[src/rtl/cdc_vga_axi_pkg.sv]
// Shared types and AXI constants for the CDC VGA pattern write master.
package cdc_vga_axi_pkg;

    localparam int unsigned PIXEL_W = 16;
    localparam int unsigned MODE_W  = 2;

    typedef enum logic [2:0] {
        ST_IDLE,
        ST_ADDR,
        ST_DATA,
        ST_RESP,
        ST_FIN
    } state_t;

    localparam logic [1:0] AXI_BURST_INCR    = 2'b01;
    localparam logic [2:0] AXI_SIZE_4B       = 3'b010;
    localparam logic [1:0] AXI_RESP_OKAY     = 2'b00;
    localparam logic [3:0] AXI_CACHE_BUF_MOD = 4'b0011;

    localparam logic [MODE_W-1:0] PAT_SOLID   = 2'd0;
    localparam logic [MODE_W-1:0] PAT_INDEX   = 2'd1;
    localparam logic [MODE_W-1:0] PAT_CHECKER = 2'd2;

    // Pattern settings captured when a fill is started.
    typedef struct packed {
        logic [MODE_W-1:0]  mode;
        logic [PIXEL_W-1:0] color;
    } pat_cfg_t;

endpackage

[src/rtl/cdc_vga_pattern_gen.sv]
// Combinational RGB565 test-pattern generator: two identical pixels per 32-bit word.
module cdc_vga_pattern_gen
    import cdc_vga_axi_pkg::*;
(
    input  logic [MODE_W-1:0]  mode,
    input  logic [PIXEL_W-1:0] color,
    input  logic [PIXEL_W-1:0] index,
    output logic [31:0]        wdata_c
);

    logic [PIXEL_W-1:0] pixel;

    // Checker toggles every 16 words; unknown modes fall back to solid colour.
    always_comb begin
        pixel = color;
        case (mode)
            PAT_INDEX:   pixel = index;
            PAT_CHECKER: pixel = index[4] ? ~color : color;
            default:     pixel = color;
        endcase
        wdata_c = {pixel, pixel};
    end

endmodule

[src/rtl/cdc_vga_pattern_axi_master.sv]
// AXI4 write master that fills the frame buffer with a test pattern using
// fixed-length INCR bursts, one burst outstanding at a time.
module cdc_vga_pattern_axi_master
    import cdc_vga_axi_pkg::*;
#(
    parameter int unsigned                   C_M_AXI_ID_WIDTH   = 12,
    parameter int unsigned                   C_M_AXI_ADDR_WIDTH = 17,
    parameter int unsigned                   C_M_AXI_DATA_WIDTH = 32,
    parameter logic [C_M_AXI_ADDR_WIDTH-1:0] C_BASE_ADDR        = '0,
    parameter int unsigned                   C_BURST_LEN        = 16,
    parameter int unsigned                   C_FB_WORDS         = 32768
) (
    input  logic                            ACLK,
    input  logic                            reset_aclk,
    input  logic                            start,
    input  logic [1:0]                      pattern_sel,
    input  logic [15:0]                     fill_color,
    output logic                            busy,
    output logic                            done,
    output logic                            error,
    output logic [C_M_AXI_ID_WIDTH-1:0]     M_AXI_AWID,
    output logic [C_M_AXI_ADDR_WIDTH-1:0]   M_AXI_AWADDR,
    output logic [7:0]                      M_AXI_AWLEN,
    output logic [2:0]                      M_AXI_AWSIZE,
    output logic [1:0]                      M_AXI_AWBURST,
    output logic                            M_AXI_AWLOCK,
    output logic [3:0]                      M_AXI_AWCACHE,
    output logic [2:0]                      M_AXI_AWPROT,
    output logic [3:0]                      M_AXI_AWQOS,
    output logic                            M_AXI_AWVALID,
    input  logic                            M_AXI_AWREADY,
    output logic [C_M_AXI_DATA_WIDTH-1:0]   M_AXI_WDATA,
    output logic [C_M_AXI_DATA_WIDTH/8-1:0] M_AXI_WSTRB,
    output logic                            M_AXI_WLAST,
    output logic                            M_AXI_WVALID,
    input  logic                            M_AXI_WREADY,
    input  logic [1:0]                      M_AXI_BRESP,
    input  logic                            M_AXI_BVALID,
    output logic                            M_AXI_BREADY
);

    localparam int unsigned ADDR_W      = C_M_AXI_ADDR_WIDTH;
    localparam int unsigned DATA_W      = C_M_AXI_DATA_WIDTH;
    localparam int unsigned WORD_W      = $clog2(C_FB_WORDS + 1);
    localparam int unsigned BURSTS      = C_FB_WORDS / C_BURST_LEN;
    localparam int unsigned BURST_W     = (BURSTS > 1) ? $clog2(BURSTS) : 1;
    localparam int unsigned BEAT_W      = (C_BURST_LEN > 1) ? $clog2(C_BURST_LEN) : 1;
    localparam int unsigned BURST_BYTES = C_BURST_LEN * 4;

    state_t              state;
    state_t              state_nxt;
    pat_cfg_t            cfg;
    logic [BURST_W-1:0]  burst_idx;
    logic [WORD_W-1:0]   word_idx;
    logic [BEAT_W-1:0]   beat;

    logic                aw_hs_c;
    logic                w_hs_c;
    logic                b_hs_c;
    logic                fb_end_c;
    logic [WORD_W-1:0]   word_idx_nxt_c;
    logic [31:0]         wdata_c;

    // Unused write-address sideband is tied off.
    assign M_AXI_AWID   = '0;
    assign M_AXI_AWLOCK = 1'b0;
    assign M_AXI_AWPROT = '0;
    assign M_AXI_AWQOS  = '0;

    // Pattern word for the beat that will be presented next.
    cdc_vga_pattern_gen u_pattern_gen (
        .mode    (cfg.mode),
        .color   (cfg.color),
        .index   (16'(word_idx_nxt_c)),
        .wdata_c (wdata_c)
    );

    // Next-state logic.
    always_comb begin
        state_nxt      = state;
        aw_hs_c        = M_AXI_AWVALID & M_AXI_AWREADY;
        w_hs_c         = M_AXI_WVALID & M_AXI_WREADY;
        b_hs_c         = M_AXI_BREADY & M_AXI_BVALID;
        fb_end_c       = (word_idx == WORD_W'(C_FB_WORDS));
        word_idx_nxt_c = word_idx + WORD_W'(w_hs_c);
        case (state)
            ST_IDLE: if (start)                  state_nxt = ST_ADDR;
            ST_ADDR: if (aw_hs_c)                state_nxt = ST_DATA;
            ST_DATA: if (w_hs_c && M_AXI_WLAST)  state_nxt = ST_RESP;
            ST_RESP: if (b_hs_c)                 state_nxt = fb_end_c ? ST_FIN : ST_ADDR;
            ST_FIN:                              state_nxt = ST_IDLE;
            default:                             state_nxt = ST_IDLE;
        endcase
    end

    always_ff @(posedge ACLK) begin
        if (reset_aclk) state <= ST_IDLE;
        else            state <= state_nxt;
    end

    // Counters and AXI channel registers; payloads only change on handshakes.
    always_ff @(posedge ACLK) begin
        if (reset_aclk) begin
            cfg           <= '0;
            burst_idx     <= '0;
            word_idx      <= '0;
            beat          <= '0;
            busy          <= 1'b0;
            done          <= 1'b0;
            error         <= 1'b0;
            M_AXI_AWADDR  <= '0;
            M_AXI_AWLEN   <= '0;
            M_AXI_AWSIZE  <= '0;
            M_AXI_AWBURST <= '0;
            M_AXI_AWCACHE <= '0;
            M_AXI_AWVALID <= 1'b0;
            M_AXI_WDATA   <= '0;
            M_AXI_WSTRB   <= '0;
            M_AXI_WLAST   <= 1'b0;
            M_AXI_WVALID  <= 1'b0;
            M_AXI_BREADY  <= 1'b0;
        end else begin
            case (state)
                ST_IDLE: begin
                    if (start) begin
                        cfg           <= '{mode: pattern_sel, color: fill_color};
                        burst_idx     <= '0;
                        word_idx      <= '0;
                        beat          <= '0;
                        busy          <= 1'b1;
                        done          <= 1'b0;
                        error         <= 1'b0;
                        M_AXI_AWADDR  <= C_BASE_ADDR;
                        M_AXI_AWLEN   <= 8'(C_BURST_LEN - 1);
                        M_AXI_AWSIZE  <= AXI_SIZE_4B;
                        M_AXI_AWBURST <= AXI_BURST_INCR;
                        M_AXI_AWCACHE <= AXI_CACHE_BUF_MOD;
                        M_AXI_AWVALID <= 1'b1;
                    end
                end
                ST_ADDR: begin
                    if (aw_hs_c) begin
                        M_AXI_AWVALID <= 1'b0;
                        M_AXI_WVALID  <= 1'b1;
                        M_AXI_WSTRB   <= '1;
                        M_AXI_WDATA   <= DATA_W'(wdata_c);
                        M_AXI_WLAST   <= (C_BURST_LEN == 1);
                        beat          <= '0;
                    end
                end
                ST_DATA: begin
                    if (w_hs_c) begin
                        word_idx <= word_idx_nxt_c;
                        if (M_AXI_WLAST) begin
                            M_AXI_WVALID <= 1'b0;
                            M_AXI_WLAST  <= 1'b0;
                            M_AXI_BREADY <= 1'b1;
                        end else begin
                            beat        <= beat + BEAT_W'(1);
                            M_AXI_WDATA <= DATA_W'(wdata_c);
                            M_AXI_WLAST <= ((beat + BEAT_W'(1)) == BEAT_W'(C_BURST_LEN - 1));
                        end
                    end
                end
                ST_RESP: begin
                    if (b_hs_c) begin
                        M_AXI_BREADY <= 1'b0;
                        if (M_AXI_BRESP != AXI_RESP_OKAY) error <= 1'b1;
                        if (fb_end_c) begin
                            done <= 1'b1;
                            busy <= 1'b0;
                        end else begin
                            burst_idx     <= burst_idx + BURST_W'(1);
                            M_AXI_AWADDR  <= C_BASE_ADDR
                                           + ADDR_W'(burst_idx + BURST_W'(1)) * ADDR_W'(BURST_BYTES);
                            M_AXI_AWVALID <= 1'b1;
                        end
                    end
                end
                default: ;
            endcase
        end
    end

endmodule

[config.mk]
export PLATFORM = sky130hd
export DESIGN_NAME = cdc_vga_pattern_axi_master
export DESIGN_NICKNAME = d
export VERILOG_FILES = /design/src/rtl/cdc_vga_axi_pkg.sv /design/src/rtl/cdc_vga_pattern_gen.sv /design/src/rtl/cdc_vga_pattern_axi_master.sv
export SDC_FILE = /design/constraint.sdc
export NUM_CORES = 1
export LEC_CHECK = 0
export CORE_MARGIN = 10
export CORE_UTILIZATION = 37
export CTS_BUF_LIST = sky130_fd_sc_hd__clkbuf_2 sky130_fd_sc_hd__clkbuf_4 sky130_fd_sc_hd__clkbuf_8
export DETAILED_ROUTE_END_ITERATION = 10
export PLACE_DENSITY_LB_ADDON = 0.1
export SLEW_MARGIN = 20
export SYNTH_ARGS = -nofsm -noshare
export SYNTH_HDL_FRONTEND = slang
export SYNTH_SLANG_ARGS = --single-unit
[constraint.sdc]
create_clock -name ACLK -period 2.65 [get_ports ACLK]
set_input_delay 0.53 -clock ACLK [delete_from_list [all_inputs] [get_ports ACLK]]
set_output_delay 0.53 -clock ACLK [all_outputs]
set_load 0.03 [all_outputs]
==> out/summary.log <==
INFO  clock_network  clk_pin_slew_worst_paths=0.08ns
INFO  critical_path  crit_arrival=2.73ns
INFO  route          initialDrtViolationCount=252
INFO  pwr            irDropWorstVdd=272uV
INFO  critical_path  critPathTopFamily=simple AND/OR/NAND/NOR gates
INFO  cells_and_area fin_nets=659
INFO  synth          yosys_register_bits=77
INFO  route          post_drt_via_cell_ratio=5.19
INFO  die            core.rowCount=39
INFO  cells_and_area layout_stage_area_growth_over_the_synthesis_result=23.6%
INFO  critical_path  slowest_delay=0.46ns
INFO  synth          synth-async-reset-ratio=0
INFO  die            initial_core_utilization=0.380
INFO  clock_network  clock_path_buffers=2
INFO  route          detail_route.first_pass.iterations=4
INFO  place          hpwl_after_detailed_placement=9590um
INFO  die            die-height=129um
INFO  grt            maximum_number_of_pins_on_one_net_before_global_route_repair=30
INFO  pwr            finalPower=2.52mW
INFO  place          placedCellCount=757
INFO  clock_network  cts_repair_resize_count=0
INFO  cells_and_area mostFrequentLayoutCells=clkdlybuf4s50_1, dfxtp_1, nand2_1
INFO  grt            antenna_violations_before_repair=0
INFO  route          postRouteWirelength=12700um
INFO  clock_network  cts-root-buf=clkbuf_8
INFO  min_path       worstHoldPathType=reg2reg
INFO  min_path       holdCritStartpoint=error
INFO  place          dpl-instance-area=5230um2
INFO  min_path       worst_hold_path.endpoint=error
INFO  synth          syn_avg_cell_area=7.95um2
INFO  route          postRouteAntennaNets=0
INFO  cells_and_area post_route_cell_area=5410um2
INFO  synth          synth_enable_flop_cells=0
INFO  clock_network  post_cts_hold_buffer_count=0
INFO  synth          synth.area.top_cells=dfxtp_1, buf_4, nand2_1
INFO  critical_path  worst_ep_required_time=2.95ns
INFO  timing         layout_min_cycle_time=2.43ns
INFO  grt            total_grt_overflow=0
INFO  cells_and_area n_antenna_cell=0
INFO  timing         timing.fmax=411MHz
INFO  synth          synth.cell_area=4380um2
INFO  timing         rsz0062_at_grt=no
INFO  synth          synth_top_cell_area_share=0.352
INFO  clock_network  clock_buffers_created_by_tritoncts=9
INFO  outcome        run_status=finished, final reports clean
INFO  timing         hold_ws=0.463ns
INFO  critical_path  setup.worst_path.start_class=input pin
INFO  run            drv.max_cap_violation_count=0
INFO  clock_network  post-cts-setup-buffer-count=0
INFO  cells_and_area most_frequent_standard_cell_in_the_layout_excluding_fill_and_tap_cells=clkdlybuf4s50_1
INFO  timing         count_of_final_hold_check_violations=0
INFO  critical_path  worst_path_max_delay_cell=clkdlybuf4s50_1
INFO  critical_path  end_kind=flip-flop
INFO  synth          post_synth_num_cell_types=57
INFO  grt            grt_first_pass_wirelength=20300um
INFO  synth          synth_sequential_area_ratio=0.352
INFO  place          dp_slack=-0.134ns
INFO  min_path       worst_hold_path.num_cells=2
INFO  place          routabilityCongestion=0.839
INFO  die            die_area=16600um2
INFO  pwr            leakage=1.96nW
INFO  timing         timing.final.max_slew_violations=0
INFO  route          post-route-drc-count=0
INFO  critical_path  worst_r2r_endpoint=word_idx[12]
INFO  clock_network  htree_num_levels=3
INFO  route          detailroute.via_count=4012
INFO  clock_network  clock_sinks=77
INFO  route          avg_wl_per_cell=16.4um
INFO  critical_path  timing.critical_path.cells=clkdlybuf4s50_1 > nand2_1 > inv_1 > ha_1 > ha_1 > nand3_2 > or3_1 > or4_1 > a21oi_1
INFO  clock_network  tritoncts=done
INFO  timing         fin_worst_skew=0.00724ns
INFO  critical_path  timing.critical_path.fanout_max=6
INFO  critical_path  worst-setup-path-type=in2reg
INFO  timing         finalSetupViolCount=0
INFO  timing         worst_slew_pin_slew=0.532ns
INFO  place          portBuffers=87
INFO  synth          ys_dominant_reg_cell=dfxtp_1
INFO  die            core-area=11500um2
INFO  timing         period_share=0.917
INFO  synth          synth_area_leader_cell=dfxtp_1
INFO  die            die_width=129um
INFO  critical_path  crit-reg2reg-launch=M_AXI_WVALID
INFO  cells_and_area drive_above_1_share=0.0937
INFO  critical_path  r2r_slack=0.45ns
INFO  timing         relative_slew_slack=0.644
INFO  critical_path  timing.critical_path.buf_inv=2
INFO  grt            first_global_vias=3855
INFO  critical_path  worst-r2r-cell-count=8
INFO  synth          post_synth_inst_count=551
INFO  grt            grt_util_all_layers=0.150
INFO  critical_path  crit_top_cell=ha_1
INFO  synth          synth.yosys.warnings=0
INFO  die            ioPinCount=123
INFO  cells_and_area layout.cells.non_filler=773
INFO  timing         postLayoutSetupSlackWorst=0.219ns
INFO  pwr            powerDensity=466nW/um2
INFO  clock_network  clock_insertion_delay_worst_skew=0.37ns
[tightest hold or removal path, stage by stage, from the launching register on]
cell and delay (ns):
dfxtp_1 0.32, inv_1 0.05, a21oi_1 0.05
[layer usage]
metal / share of wire / GRT usage / routed length, um / up-vias
li1: - / - / - / 2004
met1: 0.46 / 0.196 / 5870 / 1880
met2: 0.46 / 0.238 / 5790 / 117
met3: 0.069 / 0.0378 / 880 / 11
met4: 0.0097 / 0.0495 / 123 / 0
met5: 0 / 0 / 0 / -
[cell usage after synthesis, drive strengths merged, types with 2 or more instances]
cell and instances:
dfxtp 77, buf 69, nand2 68, nor2 61
a21oi 50, a211oi 23, clkbuf 22, o21ai 19
nand3 13, and3 11, nand4 10, a221oi 9
inv 9, nand3b 9, a311oi 8, ha 8
xnor2 8, xor2 8, or3 7, mux2i 6
nor3 5, nor4 5, or4 5, nand2b 4
a31oi 3, nor3b 3, nor4b 3, o211ai 3
o31ai 3, a21boi 2, and2 2, nor2b 2
o21a 2, o311ai 2
[layout make-up]
cell class                 instances  area [um2]
clock buffer                      12         159
clock inverter                     4        22.5
fill                            1180        6100
inverter                           9        33.8
multi-input combinational        408        2340
sequential                        77        1540
tap                              143         179
timing repair buffer             120        1140
[cells by family after synthesis]
| kind of cell | after synthesis | synth area share |
|---|---|---|
| muxes | 6 | 0.0137 |
| and+or+nand+nor | 214 | 0.245 |
| adders and majority gates | 8 | 0.0229 |
| buffers and inverters | 100 | 0.143 |
| xor gates and xnor gates | 16 | 0.0320 |
| AOI/OAI and AO/OA | 129 | 0.191 |
| other | 1 | 0.000856 |
| DFF | 77 | 0.352 |
[power by group]
group	internal, mW	total [mW]	switching, mW
sequential	1.19	1.23	0.0387
clock	0.397	0.845	0.447
combinational	0.164	0.448	0.284
[registers in the layout, summed over array words and instances (netlist names), 3 cells and up]
name	count
beat	4
word_idx	16
M_AXI_WDATA	16
M_AXI_AWADDR	11
state	3
cfg	18
[stage by stage]
| stage | util | TNS, ns |
|---|---|---|
| floorplan | - | 0 |
| global placement | 0.454 | -0.506 |
| detailed placement | 0.454 | -1.11 |
| CTS | 0.470 | 0 |
| global route | 0.470 | 0 |
| finish | 0.470 | 0 |
[how the worst max path moves through the flow]
stage                       startpoint  cells past startpoint  slack, ns              end
after CTS                 M_AXI_WREADY                     11       0.24  M_AXI_WDATA[28]
after floorplan           M_AXI_WVALID                     10       0.11  M_AXI_WDATA[16]
after global routing      M_AXI_WREADY                     11       0.03  M_AXI_WDATA[28]
after global placement    M_AXI_WREADY                      9      -0.08     word_idx[12]
after detailed placement  M_AXI_WREADY                     11      -0.13  M_AXI_WDATA[28]
final                     M_AXI_WREADY                      9       0.22     word_idx[12]
Note: power is estimated with default switching activity, not from simulation.
